**config.mk**
```make
export PLATFORM = sky130hd
export DESIGN_NAME = fetch_unit_flat
export DESIGN_NICKNAME = d
export VERILOG_FILES = /design/src/rtl/fetch_pkg.sv /design/src/rtl/fetch_if.sv /design/src/rtl/fetch_unit.sv /design/src/flat_wrapper.sv
export SDC_FILE = /design/constraint.sdc
export NUM_CORES = 1
export LEC_CHECK = 0
export ABC_AREA = 1
export BUFFER_PORTS_ARGS = -buffer_cell sky130_fd_sc_hd__buf_4
export CAP_MARGIN = 20
export CORE_UTILIZATION = 50
export DETAILED_ROUTE_END_ITERATION = 10
export HOLD_SLACK_MARGIN = 0.06
export MAX_ROUTING_LAYER = met4
export PLACE_DENSITY = 0.77
export SKIP_LAST_GASP = 1
export SLEW_MARGIN = 10
export SYNTH_ARGS = -nofsm -noshare
export SYNTH_HDL_FRONTEND = slang
export SYNTH_SLANG_ARGS = --single-unit
```
**constraint.sdc**
```tcl
create_clock -name clk -period 4.2 [get_ports clk]
set_input_delay 0.21 -clock clk [delete_from_list [all_inputs] [get_ports clk]]
set_output_delay 0.21 -clock clk [all_outputs]
set_load 0.02 [all_outputs]
```
**src/rtl/fetch_pkg.sv**
```systemverilog
// Shared types and constants for the instruction-fetch stage.
package fetch_pkg;

    localparam int unsigned INSN_W = 32;
    localparam logic [INSN_W-1:0] NOP_INSN = 32'h0000_0013;

    typedef enum logic [1:0] {
        BOOT,
        REQ,
        WAIT,
        HOLD
    } fetch_state_t;

    function automatic logic is_word_aligned(input logic [1:0] lsb);
        return lsb == 2'b00;
    endfunction

endpackage

```
**src/rtl/fetch_if.sv**
```systemverilog
// Instruction-memory request/response bus between the fetch stage and imem.
interface fetch_if #(
    parameter int unsigned XLEN = 32
);
    logic            req;
    logic [XLEN-1:0] addr;
    logic            gnt;
    logic            rvalid;
    logic [XLEN-1:0] rdata;
    logic            err;

    modport master (
        output req,
        output addr,
        input  gnt,
        input  rvalid,
        input  rdata,
        input  err
    );

    modport slave (
        input  req,
        input  addr,
        output gnt,
        output rvalid,
        output rdata,
        output err
    );
endinterface

```
**src/rtl/fetch_unit.sv**
```systemverilog
// Instruction-fetch stage: one outstanding imem request, one held instruction,
// redirect handling with a kill flag for in-flight responses.
module fetch_unit
    import fetch_pkg::*;
#(
    parameter int unsigned     XLEN     = 32,
    parameter logic [XLEN-1:0] RESET_PC = '0
) (
    input  logic             clk,
    input  logic             reset,
    input  logic             i_stall_fc,
    input  logic             i_redirect_valid,
    input  logic [XLEN-1:0]  i_redirect_pc,
    fetch_if.master          imem,
    output logic             o_fetch_ready,
    output logic [XLEN-1:0]  o_instr,
    output logic [XLEN-1:0]  o_pc_out,
    output logic             o_fetch_fault,
    output logic [31:0]      o_fetch_count
);

    localparam logic [XLEN-1:0] NOP_WORD = XLEN'(NOP_INSN);

    fetch_state_t    r_state;
    logic [XLEN-1:0] r_pc;
    logic            r_kill;
    logic            r_fetch_ready;
    logic [XLEN-1:0] r_instr;
    logic [XLEN-1:0] r_pc_out;
    logic            r_fetch_fault;
    logic [31:0]     r_fetch_count;

    logic w_aligned;
    logic w_req;
    logic w_gnt;

    // A misaligned pc never goes on the bus; REQ turns it into a fault instead.
    assign w_aligned = is_word_aligned(r_pc[1:0]);
    assign w_req     = (r_state == REQ) && w_aligned;
    assign w_gnt     = w_req && imem.gnt;

    assign imem.req  = w_req;
    assign imem.addr = r_pc;

    assign o_fetch_ready = r_fetch_ready;
    assign o_instr       = r_instr;
    assign o_pc_out      = r_pc_out;
    assign o_fetch_fault = r_fetch_fault;
    assign o_fetch_count = r_fetch_count;

    always_ff @(posedge clk or negedge reset) begin
        if (!reset) begin
            r_state       <= BOOT;
            r_pc          <= RESET_PC;
            r_kill        <= 1'b0;
            r_fetch_ready <= 1'b0;
            r_instr       <= NOP_WORD;
            r_pc_out      <= RESET_PC;
            r_fetch_fault <= 1'b0;
            r_fetch_count <= '0;
        end else begin
            unique case (r_state)
                BOOT: begin
                    r_state <= REQ;
                    if (i_redirect_valid) begin
                        r_pc <= i_redirect_pc;
                    end
                end

                REQ: begin
                    if (i_redirect_valid) begin
                        r_pc <= i_redirect_pc;
                        // Old address already granted: its response must be dropped.
                        if (w_gnt) begin
                            r_state <= WAIT;
                            r_kill  <= 1'b1;
                        end
                    end else if (!w_aligned) begin
                        r_instr       <= NOP_WORD;
                        r_pc_out      <= r_pc;
                        r_fetch_fault <= 1'b1;
                        r_fetch_ready <= 1'b1;
                        r_state       <= HOLD;
                    end else if (w_gnt) begin
                        r_state <= WAIT;
                    end
                end

                WAIT: begin
                    if (i_redirect_valid) begin
                        r_pc <= i_redirect_pc;
                        if (imem.rvalid) begin
                            r_kill  <= 1'b0;
                            r_state <= REQ;
                        end else begin
                            r_kill <= 1'b1;
                        end
                    end else if (imem.rvalid) begin
                        if (r_kill) begin
                            r_kill  <= 1'b0;
                            r_state <= REQ;
                        end else begin
                            r_instr       <= imem.err ? NOP_WORD : imem.rdata;
                            r_pc_out      <= r_pc;
                            r_fetch_fault <= imem.err;
                            r_fetch_ready <= 1'b1;
                            r_pc          <= r_pc + XLEN'(4);
                            r_state       <= HOLD;
                        end
                    end
                end

                HOLD: begin
                    // Redirect wins over a same-cycle accept: the held word is squashed.
                    if (i_redirect_valid) begin
                        r_pc          <= i_redirect_pc;
                        r_fetch_ready <= 1'b0;
                        r_instr       <= NOP_WORD;
                        r_fetch_fault <= 1'b0;
                        r_state       <= REQ;
                    end else if (!i_stall_fc) begin
                        r_fetch_ready <= 1'b0;
                        r_instr       <= NOP_WORD;
                        r_fetch_fault <= 1'b0;
                        r_fetch_count <= r_fetch_count + 32'd1;
                        r_state       <= REQ;
                    end
                end

                default: begin
                    r_state <= BOOT;
                end
            endcase
        end
    end

`ifndef SYNTHESIS
    a_req_aligned : assert property (@(posedge clk) disable iff (!reset)
        imem.req |-> (imem.addr[1:0] == 2'b00));

    a_ready_in_hold : assert property (@(posedge clk) disable iff (!reset)
        r_fetch_ready == (r_state == HOLD));

    a_kill_only_waiting : assert property (@(posedge clk) disable iff (!reset)
        r_kill |-> (r_state == WAIT));
`endif

endmodule

```
**src/flat_wrapper.sv**
```systemverilog
// flat-port wrapper written by rule: the top's interface ports become plain ports
module fetch_unit_flat import fetch_pkg::*;
#(
    parameter int unsigned     XLEN     = 32,
    parameter logic [XLEN-1:0] RESET_PC = '0
)
  (clk, reset, i_stall_fc, i_redirect_valid, i_redirect_pc, o_fetch_ready, o_instr, o_pc_out, o_fetch_fault, o_fetch_count, imem_req, imem_addr, imem_gnt, imem_rvalid, imem_rdata, imem_err);
  fetch_if #(.XLEN(XLEN)) imem_i ();
  input  logic clk;
  input  logic reset;
  input  logic i_stall_fc;
  input  logic i_redirect_valid;
  input  logic [XLEN-1:0] i_redirect_pc;
  output logic o_fetch_ready;
  output logic [XLEN-1:0] o_instr;
  output logic [XLEN-1:0] o_pc_out;
  output logic o_fetch_fault;
  output logic [31:0] o_fetch_count;
  output wire logic [$bits(imem_i.req)-1:0] imem_req;
  output wire logic [$bits(imem_i.addr)-1:0] imem_addr;
  input wire logic [$bits(imem_i.gnt)-1:0] imem_gnt;
  input wire logic [$bits(imem_i.rvalid)-1:0] imem_rvalid;
  input wire logic [$bits(imem_i.rdata)-1:0] imem_rdata;
  input wire logic [$bits(imem_i.err)-1:0] imem_err;
  assign imem_req = imem_i.req;
  assign imem_addr = imem_i.addr;
  assign imem_i.gnt = imem_gnt;
  assign imem_i.rvalid = imem_rvalid;
  assign imem_i.rdata = imem_rdata;
  assign imem_i.err = imem_err;
  fetch_unit #(.XLEN(XLEN), .RESET_PC(RESET_PC)) u_core (.clk(clk), .reset(reset), .i_stall_fc(i_stall_fc), .i_redirect_valid(i_redirect_valid), .i_redirect_pc(i_redirect_pc), .imem(imem_i), .o_fetch_ready(o_fetch_ready), .o_instr(o_instr), .o_pc_out(o_pc_out), .o_fetch_fault(o_fetch_fault), .o_fetch_count(o_fetch_count));
endmodule
```
After elaboration in Yosys (flattened, before gate mapping)
Cells that the tools add are included.

Register bits after elaboration: 133. Latch bits: 0. Bits in writable memories: 0. Memory bits (read-only): 0. Bits of input ports: 71. Output and inout port bits: 131. Word-level logic and storage cells: 87. Memories kept: 0.

$add $sub $neg: 2. Multiply operators: 0. Div/mod/pow operators: 0. Order comparisons: 0. Eq/ne operators: 14. Shifts and indexed selects: 0. Muxes and demuxes: 48. Bitwise operators: 2. Reductions and logical operators: 13.

Operators with widths (number): two-way mux 32 bit (17); one-hot mux 32 bit (2 select lines) (2); one-hot mux 32 bit (3 select lines) (1); adder 32 x 1 -> 32 bit, second input constant (1); adder 32 x 3 -> 32 bit, second input constant (1); two-way mux 2 bit (9); two-way mux 1 bit (15); inequality test 2 bit, second input constant (6); inequality test 3 bit, second input constant (3); one-hot mux 2 bit (4 select lines) (1); AND reduction 7 bit (1); one-hot mux 1 bit (3 select lines) (2); AND reduction 3 bit (2); AND reduction 6 bit (1); == test 2 bit, second input constant (2); zero test 2 bit (2); inequality test 2 x 1 -> 1 bit, second input constant (2); AND reduction 4 bit (1); nonzero test 3 bit (1); OR reduction 3 bit (1); == test 2 x 1 -> 1 bit, second input constant (1); logical AND 1 bit (2); NOT 1 bit (2); one-hot mux 1 bit (2 select lines) (1); other kinds (2) (2).

Depth between registers and ports, before layout
Gate-level depths: netlist of run 1.

Depth in word-level cells: 7. Depth in mapped cells: 11. Mapped depth without buffers: 10.

Least setup slack after synthesis of run 1
OpenSTA, ideal clock, no wires.

Path type: reg2reg. Start point: reg u_core.r_state[1]. End point: reg u_core.r_instr[11] (netlist: u_core.o_instr[11]). Library setup time: 0.116 ns. Arrival: 1.640 ns. Required time: 4.084 ns. Setup slack: 2.444 ns. Stages on the path, launching flop included: 11. Buffers on the path: 1. Clock period less this slack: 1.756 ns. Path through: dfrtp_1 inv_1 ha_1 inv_2 nor2_2 a21oi_2 nand2_4 nor2_8 buf_12 nand2_2 nand2_1.

Cells in the longest elaborated chain, start to end: 3. Elaborated cells between the ends (all ways): 12. Those cells by class: eq/ne: 9; mux: 1; reduce/logical: 2.

Ends and longest elaborated chain: from (decl) (line fetch_unit.sv:24) `fetch_state_t r_state;`; from (signal assigned) (line fetch_unit.sv:53) `r_state <= BOOT;`; from (signal assigned) (line fetch_unit.sv:64) `r_state <= REQ;`; from (signal assigned) (line fetch_unit.sv:75) `r_state <= WAIT;`; == test 2 bit or == test 2 x 1 -> 1 bit (tied branches) (line fetch_unit.sv:62) `unique case (r_state)`; inequality test 3 bit (no source line) (tied with other cells); AND reduction 7 bit (no source line); to (signal assigned) (line fetch_unit.sv:103) `r_instr <= imem.err ? NOP_WORD : imem.rdata;`; to (decl) (line fetch_unit.sv:28) `logic [XLEN-1:0] r_instr;`.

Several ways; a longest one is shown, not always the timed one. A chain may end at the register's enable or synchronous reset.

Worst setup path after layout of run 1
Start point: reg u_core.r_state[0]. End point: reg u_core.r_pc[17] (netlist: u_core.imem.addr[17]).

Cells in the longest elaborated chain, start to end: 4. Elaborated cells between the ends (all ways): 10. Those cells by class: eq/ne: 6; mux: 1; reduce/logical: 3.

Ends and longest elaborated chain: == test 2 bit (tied with other cells) (line fetch_unit.sv:62); OR reduction 3 bit (no source line); inequality test 2 x 1 -> 1 bit (no source line); AND reduction 3 bit (no source line); to (signal assigned) (line fetch_unit.sv:66) `r_pc <= i_redirect_pc;`; to (signal assigned) (line fetch_unit.sv:72) `r_pc <= i_redirect_pc;`; to (signal assigned) (line fetch_unit.sv:91) `r_pc <= i_redirect_pc;`; to (decl) (line fetch_unit.sv:25) `logic [XLEN-1:0] r_pc;`.

Several ways; a longest one is shown, not always the timed one.

==> results of run 1 <==
-- placed cells by master, fill, tap and decap left out, types with 2 or more instances in the layout --
cell / count
sky130_fd_sc_hd__nand2_1: 354
sky130_fd_sc_hd__buf_4: 202
sky130_fd_sc_hd__dfrtp_1: 130
sky130_fd_sc_hd__nor2_1: 128
sky130_fd_sc_hd__inv_1: 79
sky130_fd_sc_hd__nand3_1: 57
sky130_fd_sc_hd__o21ai_0: 42
sky130_fd_sc_hd__o21ai_1: 39
sky130_fd_sc_hd__dlygate4sd3_1: 36
sky130_fd_sc_hd__clkbuf_16: 17
sky130_fd_sc_hd__nand2_2: 15
sky130_fd_sc_hd__xor2_1: 13
sky130_fd_sc_hd__xnor2_1: 10
sky130_fd_sc_hd__a21oi_1: 9
sky130_fd_sc_hd__clkbuf_1: 8
sky130_fd_sc_hd__nand4_1: 7
sky130_fd_sc_hd__ha_1: 7
sky130_fd_sc_hd__nand3b_1: 6
sky130_fd_sc_hd__nor2_2: 6
sky130_fd_sc_hd__nor2_4: 6
sky130_fd_sc_hd__inv_2: 5
sky130_fd_sc_hd__a31oi_1: 4
sky130_fd_sc_hd__o22ai_1: 3
sky130_fd_sc_hd__nand2_4: 3
sky130_fd_sc_hd__clkbuf_8: 3
sky130_fd_sc_hd__dfstp_2: 3
sky130_fd_sc_hd__or2_2: 2
sky130_fd_sc_hd__nor2_8: 2
sky130_fd_sc_hd__nand3_2: 2
sky130_fd_sc_hd__nor3_4: 2
sky130_fd_sc_hd__clkinv_2: 2
-- per-layer routing --
metal  part of all wire  track usage  wire length [um]
met1               0.42        0.358              8610
met2               0.49        0.472              9960
met3              0.063       0.0693              1280
met5                  0            -                 0
met4              0.027        0.117               561
-- area by class of cell --
type                       count  area (um2)  area share
clock inverter                 4        48.8     0.00505
multi-input combinational    722        3340       0.345
timing repair buffer         240        1910       0.197
clock buffer                  28         497      0.0514
tap                          180         225      0.0233
sequential                   133        3330       0.345
inverter                      85         322      0.0332
-- sequential cells by signal, indices dropped and copies added, names as in the netlist --
signal,count
u_core.r_kill,1
u_core.o_fetch_count,32
u_core.o_fetch_ready,1
u_core.o_pc_out,32
u_core.o_instr,32
u_core.imem.addr,32
u_core.o_fetch_fault,1
u_core.r_state,2
-- report_power, final --
part | internal, mW | switching (mW) | total (mW)
clock | 0.860 | 0.520 | 1.38
sequential | 1.61 | 0.298 | 1.91
combinational | 0.746 | 1.23 | 1.97
total | 3.21 | 2.05 | 5.26
-- worst register-to-register path: stages, from the launching register on --
cell	delay (ns)
sky130_fd_sc_hd__dfrtp_1	0.42
sky130_fd_sc_hd__inv_1	0.12
sky130_fd_sc_hd__ha_1	0.32
sky130_fd_sc_hd__nand2_1	0.15
sky130_fd_sc_hd__nand3_1	0.09
sky130_fd_sc_hd__nand2_1	0.05
sky130_fd_sc_hd__buf_4	0.23
sky130_fd_sc_hd__inv_1	0.68
sky130_fd_sc_hd__nor2_1	0.08
sky130_fd_sc_hd__nand2_1	0.10
sky130_fd_sc_hd__o21ai_0	0.08
-- through the flow --
stage	setup slack [ns]	util
6_report	1.75	0.694
5_1_grt	1.50	0.694
4_1_cts	1.74	0.693
3_5_place_dp	1.75	0.628
3_3_place_gp	1.84	0.628
2_1_floorplan	2.44	-
-- kinds of logic (layout without fill, tap and decap cells) --
logic type               after synthesis  in the layout
AND/OR/NAND/NOR                      592            592
flip-flops                           133            133
buffers and inverters                112            357
AO/OA/AOI/OAI                        100            100
XOR/XNOR                              23             23
adder cells (fa/ha/maj)                7              7
-- final timing paths --
| check | cells after the start | slack [ns] | start | to |
|---|---|---|---|---|
| setup / recovery | 10 | 1.75 | u_core.r_state[0] | u_core.imem.addr[17] |
| hold reg to reg | 2 | 0.47 | u_core.o_pc_out[9] | u_core.o_pc_out[9] |
| min in group asynchronous | 2 | 0.50 | reset | u_core.o_instr[8] |
| setup reg to reg | 10 | 1.75 | u_core.r_state[0] | u_core.imem.addr[17] |
| max in group asynchronous | 3 | 2.79 | reset | u_core.o_fetch_count[20] |
| hold / removal | 3 | 0.08 | i_redirect_pc[3] | u_core.imem.addr[3] |
==> results.ini, run 1 <==
[synthesis]
synthXorXnorAreaFrac = 0.0281
muxShareOfSynthArea = 0
synth.cells.most_frequent = sky130_fd_sc_hd__nand2_1, sky130_fd_sc_hd__dfrtp_1, sky130_fd_sc_hd__nor2_1
post_synth_inst_count = 967
synth.avg_cell_area_um2 = 7.41
number_of_unique_standard_cell_types_used_by_synthesis = 36
synth_enable_flop_cells = 0
synth-warning-count = 0
synth-seq-area-share = 0.465
yosys.area_share.adder = 0.0122
leading_area_contributor_after_synthesis = sky130_fd_sc_hd__dfrtp_1
synth_area_um2 = 7170
synth_compound_gate_area_share = 0.0723
synth.area.top_cells = sky130_fd_sc_hd__dfrtp_1, sky130_fd_sc_hd__nand2_1, sky130_fd_sc_hd__nor2_1
synth_simple_gate_area_share = 0.353
synth-async-reset-ratio = 1.00
synthMostInstantiatedCell = sky130_fd_sc_hd__nand2_1
dominant_combinational_cell_family_by_area_after_synthesis = simple AND/OR/NAND/NOR gates
synth.ff_latch_count = 133
synth_flop_cell = sky130_fd_sc_hd__dfrtp_1
synth_fp_nets = 1045
yosys.area.top_type_share = 0.454

[worst_setup_path]
cp-end-kind = flop
crit_top_cell = sky130_fd_sc_hd__nand2_1
critical_path.max_stage_delay_ns = 0.68
critical-path-top-delay-family = buffers and inverters
critPathArrivalTime_ns = 2.74
worst_setup_path_start_kind = flop
critPathKind = reg -> reg
timing.critical_path.fanout_max = 32
path_cells = inv_1, ha_1, nand2_1, nand3_1, nand2_1, buf_4, inv_1, nor2_1, nand2_1, o21ai_0
timing.critical_path.required_ns = 4.49
crit_slowest_cell = sky130_fd_sc_hd__inv_1
worstPathBufferInverterCount = 3

[die]
boundaryPins = 202
die-area_um2 = 14800
dieHeight_um = 122
die-width_um = 122
core_region_area_um2 = 13900
rows = 43
floorplan.initialDensity = 0.514

[clocking]
cts_buffers = 17
clk-insertion-delay-late_ns = 0.42
post_cts.repair.setup_buffers = 0
clock_tree_from_tritoncts = yes
ctsHoldBuffers = 36
ctsRootBufferMaster = sky130_fd_sc_hd__clkbuf_16
post_cts.resized_instances = 0
clock-sinks = 133
clk_transition_reported_paths_ns = 0.05
cts_htree_levels = 4
cts_buffer_depth = 2

[pwr]
vdd_ir_drop_max_v = 0.000320
post-layout-total-power_mw = 5.26
power_leakage_nw = 4.92
power.density_nw_per_um2 = 544

[timing]
timing_worst_slew_pin_value_ns = 0.987
setup_total_negative_slack_ns = 0
clock-skew-final_ns = 0.00872
final_min_period_over_clock_period = 0.583
finalHoldViolations = 0
setup-violations-final = 0
setup_repair_after_global_routing_missed_its_margin = false
min_period_ns = 2.45
achievable-frequency_ghz = 0.408
fin_hold_ws_ns = 0.0777
number_of_max_slew_violations_in_the_final_report = 0
relSlewSlack = 0.342

[placement]
numPlacedInstances = 1323
detailed_place.area_um2 = 8750
hpwl_um = 14100
routabilityCongestion = 0.933
numPortBuffers = 201

[global_routing]
initial_antenna_violation_count = 0
grt.overflow.total = 0
grtUsageTotal = 0.294
grt_first_pass_wirelength_um = 32800
grt_max_degree = 108
first_global_vias = 6664

[routing]
drt.antenna.violating_nets = 0
via_count = 7111
first_pass_iters = 5
finalWirelength_um = 20400
drc_errors = 0
routed_wire_length_per_instance_um = 14.7
initialDrtViolationCount = 537
detail_route.vias_per_cell = 5.11

[cells_and_area]
post_layout_nonfiller_instances = 1392
design.final.nets = 1277
antenna-diode-count = 0
n_fill_cell = 1139
design_area_um2 = 9670
layout-area-overhead-vs-synth_pct = 34.9
post_route_cells_drive_above_1_share = 0.228

[min_path]
worst_hold_path_type = in -> reg

[flow_run]
max_cap_violations = 0

[run_status]
outcome = finished clean

No activity file was read; power rests on OpenSTA's default activity.
==> run 2, diff against run 1 <==
--- a/config.mk
+++ b/config.mk
@@ -8,7 +8,7 @@
 export ABC_AREA = 1
 export BUFFER_PORTS_ARGS = -buffer_cell sky130_fd_sc_hd__buf_4
 export CAP_MARGIN = 20
-export CORE_UTILIZATION = 50
+export CORE_UTILIZATION = 48
 export DETAILED_ROUTE_END_ITERATION = 10
 export HOLD_SLACK_MARGIN = 0.06
 export MAX_ROUTING_LAYER = met4
==> constraint.sdc (replaced) <==
create_clock -name clk -period 2.1 [get_ports clk]
set_input_delay 0.105 -clock clk [delete_from_list [all_inputs] [get_ports clk]]
set_output_delay 0.105 -clock clk [all_outputs]
set_load 0.02 [all_outputs]
==> results.ini, run 2 (synthesis results as in run 1) <==
[pwr]
swShare = 0.395  ; was 0.389
power.density_nw_per_um2 = 1080  ; was 544 nW/um2
vdd_ir_drop_max_v = 0.000693  ; was 0.000320 V
combinationalPowerShare = 0.385  ; was 0.375
post-layout-total-power_mw = 11.0  ; was 5.26 mW
share_seq_of_total_power = 0.345  ; was 0.362
power_frac_clock = 0.270  ; was 0.262
power_leakage_nw = 5.16  ; was 4.92 nW
cellInternalPower_mw = 6.68  ; was 3.21 mW
total_switching_power_mw = 4.37  ; was 2.05 mW

[routing]
finalWirelength_um = 21500  ; was 20400 um
first_pass_iters = 5  ; unchanged
initialDrtViolationCount = 458  ; was 537
detail_route.vias_per_cell = 5.13  ; was 5.11
drc_errors = 0  ; unchanged
routed_wire_length_per_instance_um = 14.9  ; was 14.7 um
via_count = 7396  ; was 7111
drt.antenna.violating_nets = 0  ; unchanged

[die]
die-area_um2 = 15400  ; was 14800 um2
die-width_um = 124  ; was 122 um
core_region_area_um2 = 14500  ; was 13900 um2
rows = 44  ; was 43
floorplan.initialDensity = 0.493  ; was 0.514
dieHeight_um = 124  ; was 122 um
boundaryPins = 202  ; unchanged

[cells_and_area]
final_core_utilization = 0.702  ; was 0.694
design.final.nets = 1324  ; was 1277
n_fill_cell = 1141  ; was 1139
mostFrequentLayoutCell = sky130_fd_sc_hd__nand2_1  ; unchanged
layout-area-overhead-vs-synth_pct = 42.4  ; was 34.9%
leading_cell_types_in_the_layout_fill_and_taps_excluded = sky130_fd_sc_hd__nand2_1, sky130_fd_sc_hd__buf_4, sky130_fd_sc_hd__dfrtp_1, sky130_fd_sc_hd__nor2_1, sky130_fd_sc_hd__inv_1  ; unchanged
post_layout_nonfiller_instances = 1443  ; was 1392
antenna-diode-count = 0  ; unchanged
post_route_cells_drive_above_1_share = 0.241  ; was 0.228
design_area_um2 = 10200  ; was 9670 um2

[placement]
routabilityCongestion = 0.936  ; was 0.933
numPlacedInstances = 1342  ; was 1323
numPortBuffers = 201  ; unchanged
hpwl_um = 14700  ; was 14100 um
detailed_place.area_um2 = 8910  ; was 8750 um2

[worst_setup_path]
worst_setup_path_start_kind = flop  ; unchanged
crit_top_cell = sky130_fd_sc_hd__nand2_1  ; unchanged
critPathKind = reg -> reg  ; unchanged
cp-end-kind = flop  ; unchanged
critical_path.max_stage_delay_ns = 0.42  ; was 0.68 ns
timing.critical_path.required_ns = 2.46  ; was 4.49 ns
path_cells = inv_1, ha_2, nand2_1, nand2_2, nor3_4, nand2_8, nor2_4, nand2_1, nand2_1  ; was inv_1, ha_1, nand2_1, nand3_1, nand2_1, buf_4, inv_1, nor2_1, nand2_1, o21ai_0
timing.critical_path.fanout_max = 11  ; was 32
critical-path-top-delay-family = simple AND/OR/NAND/NOR gates  ; was buffers and inverters
critPathArrivalTime_ns = 2.40  ; was 2.74 ns
worstPathBufferInverterCount = 1  ; was 3
crit_slowest_cell = sky130_fd_sc_hd__dfrtp_1  ; was sky130_fd_sc_hd__inv_1

[timing]
relSlewSlack = 0.687  ; was 0.342
clock-skew-final_ns = 0.00829  ; was 0.00872 ns
final_min_period_over_clock_period = 0.971  ; was 0.583
setup_total_negative_slack_ns = 0  ; unchanged
min_period_ns = 2.04  ; was 2.45 ns
finalHoldViolations = 0  ; unchanged
timing_worst_slew_pin_value_ns = 0.469  ; was 0.987 ns
number_of_max_slew_violations_in_the_final_report = 0  ; unchanged
achievable-frequency_ghz = 0.491  ; was 0.408 GHz
setup-violations-final = 0  ; unchanged

[clocking]
clk_transition_reported_paths_ns = 0.06  ; was 0.05 ns
clock_tree_from_tritoncts = yes  ; unchanged
clk-insertion-delay-late_ns = 0.42  ; about the same
cts_buffer_depth = 2  ; unchanged
cts_buffers = 17  ; unchanged
cts_htree_levels = 4  ; unchanged
clock-sinks = 133  ; unchanged
ctsRootBufferMaster = sky130_fd_sc_hd__clkbuf_16  ; unchanged

[global_routing]
grt_first_pass_wirelength_um = 34900  ; was 32800 um
first_global_vias = 7165  ; was 6664
grt_max_degree = 62  ; was 108
grtUsageTotal = 0.290  ; was 0.294
initial_antenna_violation_count = 0  ; unchanged
grt.overflow.total = 0  ; unchanged

[min_path]
worst_hold_path_type = in -> reg  ; unchanged

[run_status]
outcome = finished clean  ; unchanged

[flow_run]
max_cap_violations = 0  ; unchanged

[run 2: cell count changes in the layout (fill, tap and decap cells not counted), moves of 2 or more]
cell,change
sky130_fd_sc_hd__clkbuf_1,-8
sky130_fd_sc_hd__clkinv_2,+4
sky130_fd_sc_hd__clkinvlp_4,+2
sky130_fd_sc_hd__buf_12,+3
sky130_fd_sc_hd__buf_4,+12
sky130_fd_sc_hd__ha_1,-2
sky130_fd_sc_hd__ha_2,+2
sky130_fd_sc_hd__dlygate4sd3_1,+30
[run 2: cell type report]
type	instances	area [um2]	share of cell area
clock buffers	19	453	0.0444
clock inverters	13	131	0.0129
inverters	85	322	0.0315
multi-input cells	724	3380	0.331
flip-flops and latches	133	3330	0.326
well taps	184	230	0.0225
repair buffers	285	2360	0.231
[run 2: metal layers]
| layer | vias to the layer above | part of all wire | track usage |
|---|---|---|---|
| met5 | - | 0 | - |
| met4 | 0 | 0.028 | 0.103 |
| met3 | 43 | 0.064 | 0.0470 |
| met2 | 300 | 0.48 | 0.465 |
| met1 | 3442 | 0.43 | 0.371 |
| li1 | 3611 | - | - |
[run 2: tightest hold or removal path, delay by kind of cell]
family                 cells  cell delay (ns)
AOI/OAI and AO/OA          2             0.25
buffers and inverters      1             0.09
[run 2: path summary, 6_finish.rpt]
check	start	endpoint	slack (ns)	cells after the start
max in group asynchronous	reset	u_core.o_instr[4]	1.19	3
worst min register to register	u_core.o_pc_out[3]	u_core.o_pc_out[3]	0.47	2
worst max-delay path	u_core.r_state[0]	u_core.o_instr[7]	0.06	9
worst min-delay path	i_redirect_pc[7]	u_core.imem.addr[7]	0.07	3
min in group asynchronous	reset	u_core.o_fetch_count[20]	0.19	2
worst max register to register	u_core.r_state[0]	u_core.o_instr[7]	0.06	9
[run 2: metrics by stage]
stage,hold WS [ns],setup slack (ns)
floorplan,-0.191,0.344
global placement,0.0703,0.221
detailed placement,0.0751,0.126
CTS,0.0618,0.110
global route,0.0671,-0.0760
finish,0.0699,0.0615
[run 2: power by group through the flow]
stage	clock, mW	combinational (mW)	sequential [mW]
2_1_floorplan	0	1.71	4.44
3_5_place_dp	0	4.01	3.82
3_3_place_gp	0	3.93	3.81
6_report	2.98	4.26	3.81
5_1_grt	3.11	4.64	3.90
4_1_cts	2.98	4.12	3.79
[run 2: repair_timing]
| item | 4_1_cts | 5_1_grt |
|---|---|---|
| setup endpoints to repair | 0 | 36 |
| buffers inserted | 0 | 1 |
| gates resized for setup | 0 | 4 |
| endpoints found under the hold margin | 111 | 0 |
| hold buffers | 66 | 0 |
==> run 3, diff against run 2 <==
--- a/config.mk
+++ b/config.mk
@@ -13,6 +13,7 @@
 export HOLD_SLACK_MARGIN = 0.06
 export MAX_ROUTING_LAYER = met4
 export PLACE_DENSITY = 0.77
+export RECOVER_POWER = 50
 export SKIP_LAST_GASP = 1
 export SLEW_MARGIN = 10
 export SYNTH_ARGS = -nofsm -noshare
==> results.ini, run 3 (synthesis results as in run 1) <==
[timing]
setup-violations-final = 0  ; unchanged
finalHoldViolations = 0  ; unchanged
min_period_ns = 2.04  ; about the same
clock-skew-final_ns = 0.00751  ; was 0.00829 ns
fin_ws_ns = 0.0647  ; was 0.0615 ns
relSlewSlack = 0.172  ; was 0.687
timing_worst_slew_pin_value_ns = 1.24  ; was 0.469 ns
achievable-frequency_ghz = 0.491  ; about the same
final_min_period_over_clock_period = 0.969  ; was 0.971
number_of_max_slew_violations_in_the_final_report = 0  ; unchanged

[worst_setup_path]
crit_start = u_core.r_state[0]  ; unchanged
reg2regPathDepth = 9  ; unchanged
cp-end-kind = flop  ; unchanged
timing.critical_path.required_ns = 2.46  ; about the same
timing.critical_path.fanout_max = 11  ; unchanged
crit_top_cell = sky130_fd_sc_hd__nand2_1  ; unchanged
crit_slowest_cell = sky130_fd_sc_hd__dfrtp_1  ; unchanged
worst_setup_path_start_kind = flop  ; unchanged
ff2ff_setup_slack_ns = 0.06  ; about the same
path_cells = inv_1, ha_2, nand2_1, nand2_2, nor3_4, nand2_8, nor2_4, nand2_1, nand2_1  ; unchanged
critical_path.reg2reg.startpoint = u_core.r_state[0]  ; unchanged
critPathArrivalTime_ns = 2.40  ; about the same
reg2reg_to = u_core.o_instr[7]  ; unchanged
worst_setup_path_endpoint = u_core.o_instr[7]  ; unchanged
critPathKind = reg -> reg  ; unchanged
critical_path.max_stage_delay_ns = 0.42  ; about the same

[die]
core_region_area_um2 = 14500  ; unchanged
floorplan.initialDensity = 0.493  ; unchanged
die-area_um2 = 15400  ; unchanged
rows = 44  ; unchanged
dieHeight_um = 124  ; unchanged
die-width_um = 124  ; unchanged
boundaryPins = 202  ; unchanged

[placement]
routabilityCongestion = 0.936  ; unchanged
place_worst_setup_slack_ns = 0.126  ; unchanged
numPortBuffers = 201  ; unchanged
hpwl_um = 14700  ; unchanged

[cells_and_area]
post_route_cells_drive_above_1_share = 0.190  ; was 0.241
design.final.nets = 1324  ; unchanged
layout-area-overhead-vs-synth_pct = 38.8  ; was 42.4%
n_fill_cell = 1236  ; was 1141
mostFrequentLayoutCell = sky130_fd_sc_hd__nand2_1  ; unchanged
leading_cell_types_in_the_layout_fill_and_taps_excluded = sky130_fd_sc_hd__nand2_1, sky130_fd_sc_hd__buf_4, sky130_fd_sc_hd__dfrtp_1, sky130_fd_sc_hd__nor2_1, sky130_fd_sc_hd__inv_1  ; unchanged
antenna-diode-count = 0  ; unchanged

[routing]
drc_errors = 0  ; unchanged
drt.antenna.violating_nets = 0  ; unchanged
initialDrtViolationCount = 519  ; was 458
detail_route.vias_per_cell = 5.13  ; about the same
first_pass_iters = 5  ; unchanged
via_count = 7402  ; was 7396
finalWirelength_um = 21600  ; was 21500 um
routed_wire_length_per_instance_um = 14.9  ; about the same

[clocking]
clock_tree_from_tritoncts = yes  ; unchanged
cts_htree_levels = 4  ; unchanged
clk-insertion-delay-late_ns = 0.43  ; was 0.42 ns
clock-sinks = 133  ; unchanged
ctsRootBufferMaster = sky130_fd_sc_hd__clkbuf_16  ; unchanged
cts_buffer_depth = 2  ; unchanged
cts_buffers = 17  ; unchanged
clk_transition_reported_paths_ns = 0.06  ; about the same

[global_routing]
initial_antenna_violation_count = 0  ; unchanged
grt.overflow.total = 0  ; unchanged
grtUsageTotal = 0.290  ; unchanged
grt_max_degree = 62  ; unchanged
grt_first_pass_wirelength_um = 34900  ; unchanged
first_global_vias = 7165  ; unchanged

[pwr]
post-layout-total-power_mw = 10.8  ; was 11.0 mW
power.density_nw_per_um2 = 1080  ; about the same
power_leakage_nw = 4.90  ; was 5.16 nW
vdd_ir_drop_max_v = 0.000674  ; was 0.000693 V

[run_status]
outcome = finished clean  ; unchanged

[flow_run]
max_cap_violations = 0  ; unchanged

[min_path]
worst_hold_path_type = in -> reg  ; unchanged

==> run 3: cell types whose count changed in the layout (fill, tap and decap cells not counted), sizes merged <==
cell	delta
buf	-66
clkbuf	+66
==> run 3: how the worst min path moves through the flow <==
stage                                start                  endpoint  slack [ns]  depth (start not counted)
after global routing      i_redirect_pc[7]       u_core.imem.addr[7]        0.07                          3
after floorplan                      reset       u_core.imem.addr[0]       -0.19                          0
after detailed placement             reset  u_core.o_fetch_count[14]        0.08                          1
final                     i_redirect_pc[7]       u_core.imem.addr[7]        0.07                          3
after global placement               reset   u_core.o_fetch_count[8]        0.07                          1
after CTS                 i_redirect_pc[7]       u_core.imem.addr[7]        0.06                          3
==> run 3: report_power, final <==
part           switching (mW)  leakage (nW)  internal (mW)  total [mW]
Sequential              0.590          1.69           3.21        3.80
Clock                    1.18         0.289           1.80        2.99
Combinational            2.59          2.92           1.38        3.96
==> run 3: area by class of cell <==
type / instances / area [um2] / area share
clock buffer: 19 / 453 / 0.0455
clock inverter: 13 / 131 / 0.0132
multi-input combinational: 724 / 3380 / 0.340
inverter: 85 / 322 / 0.0323
tap: 184 / 230 / 0.0231
sequential: 133 / 3330 / 0.335
timing repair buffer: 285 / 2100 / 0.211
==> run 3: through the flow <==
stage / hold WS [ns] / instance area, um2 / instances / setup TNS [ns] / util
detailed placement: 0.0751 / 8910 / 1342 / 0 / 0.613
CTS: 0.0618 / 10200 / 1440 / 0 / 0.699
floorplan: -0.191 / 7170 / 967 / 0 / -
global route: 0.0671 / 9950 / 1443 / -0.322 / 0.685
finish: 0.0687 / 9950 / 1443 / 0 / 0.685
global placement: 0.0703 / 8910 / 1342 / 0 / 0.613
==> run 3: layer usage <==
metal	global-route usage	part of all wire	vias up
met2	0.465	0.48	297
met1	0.371	0.43	3447
met4	0.103	0.028	0
li1	-	-	3614
met5	-	0	-
met3	0.0470	0.059	44
==> run 3: what timing repair did <==
action | in CTS | in global routing
gates resized for setup | 0 | 4
setup buffers | 0 | 1
hold buffers | 66 | 0
endpoints found under the hold margin | 111 | 0
endpoints found under the setup margin | 0 | 36
==> run 3: critical path, delay by kind of cell (launching register included) <==
family                   cells  cell delay [ns]
adder cells (fa/ha/maj)      1             0.26
buffers and inverters        1             0.11
flip-flops                   1             0.42
AND/OR/NAND/NOR              7             1.18
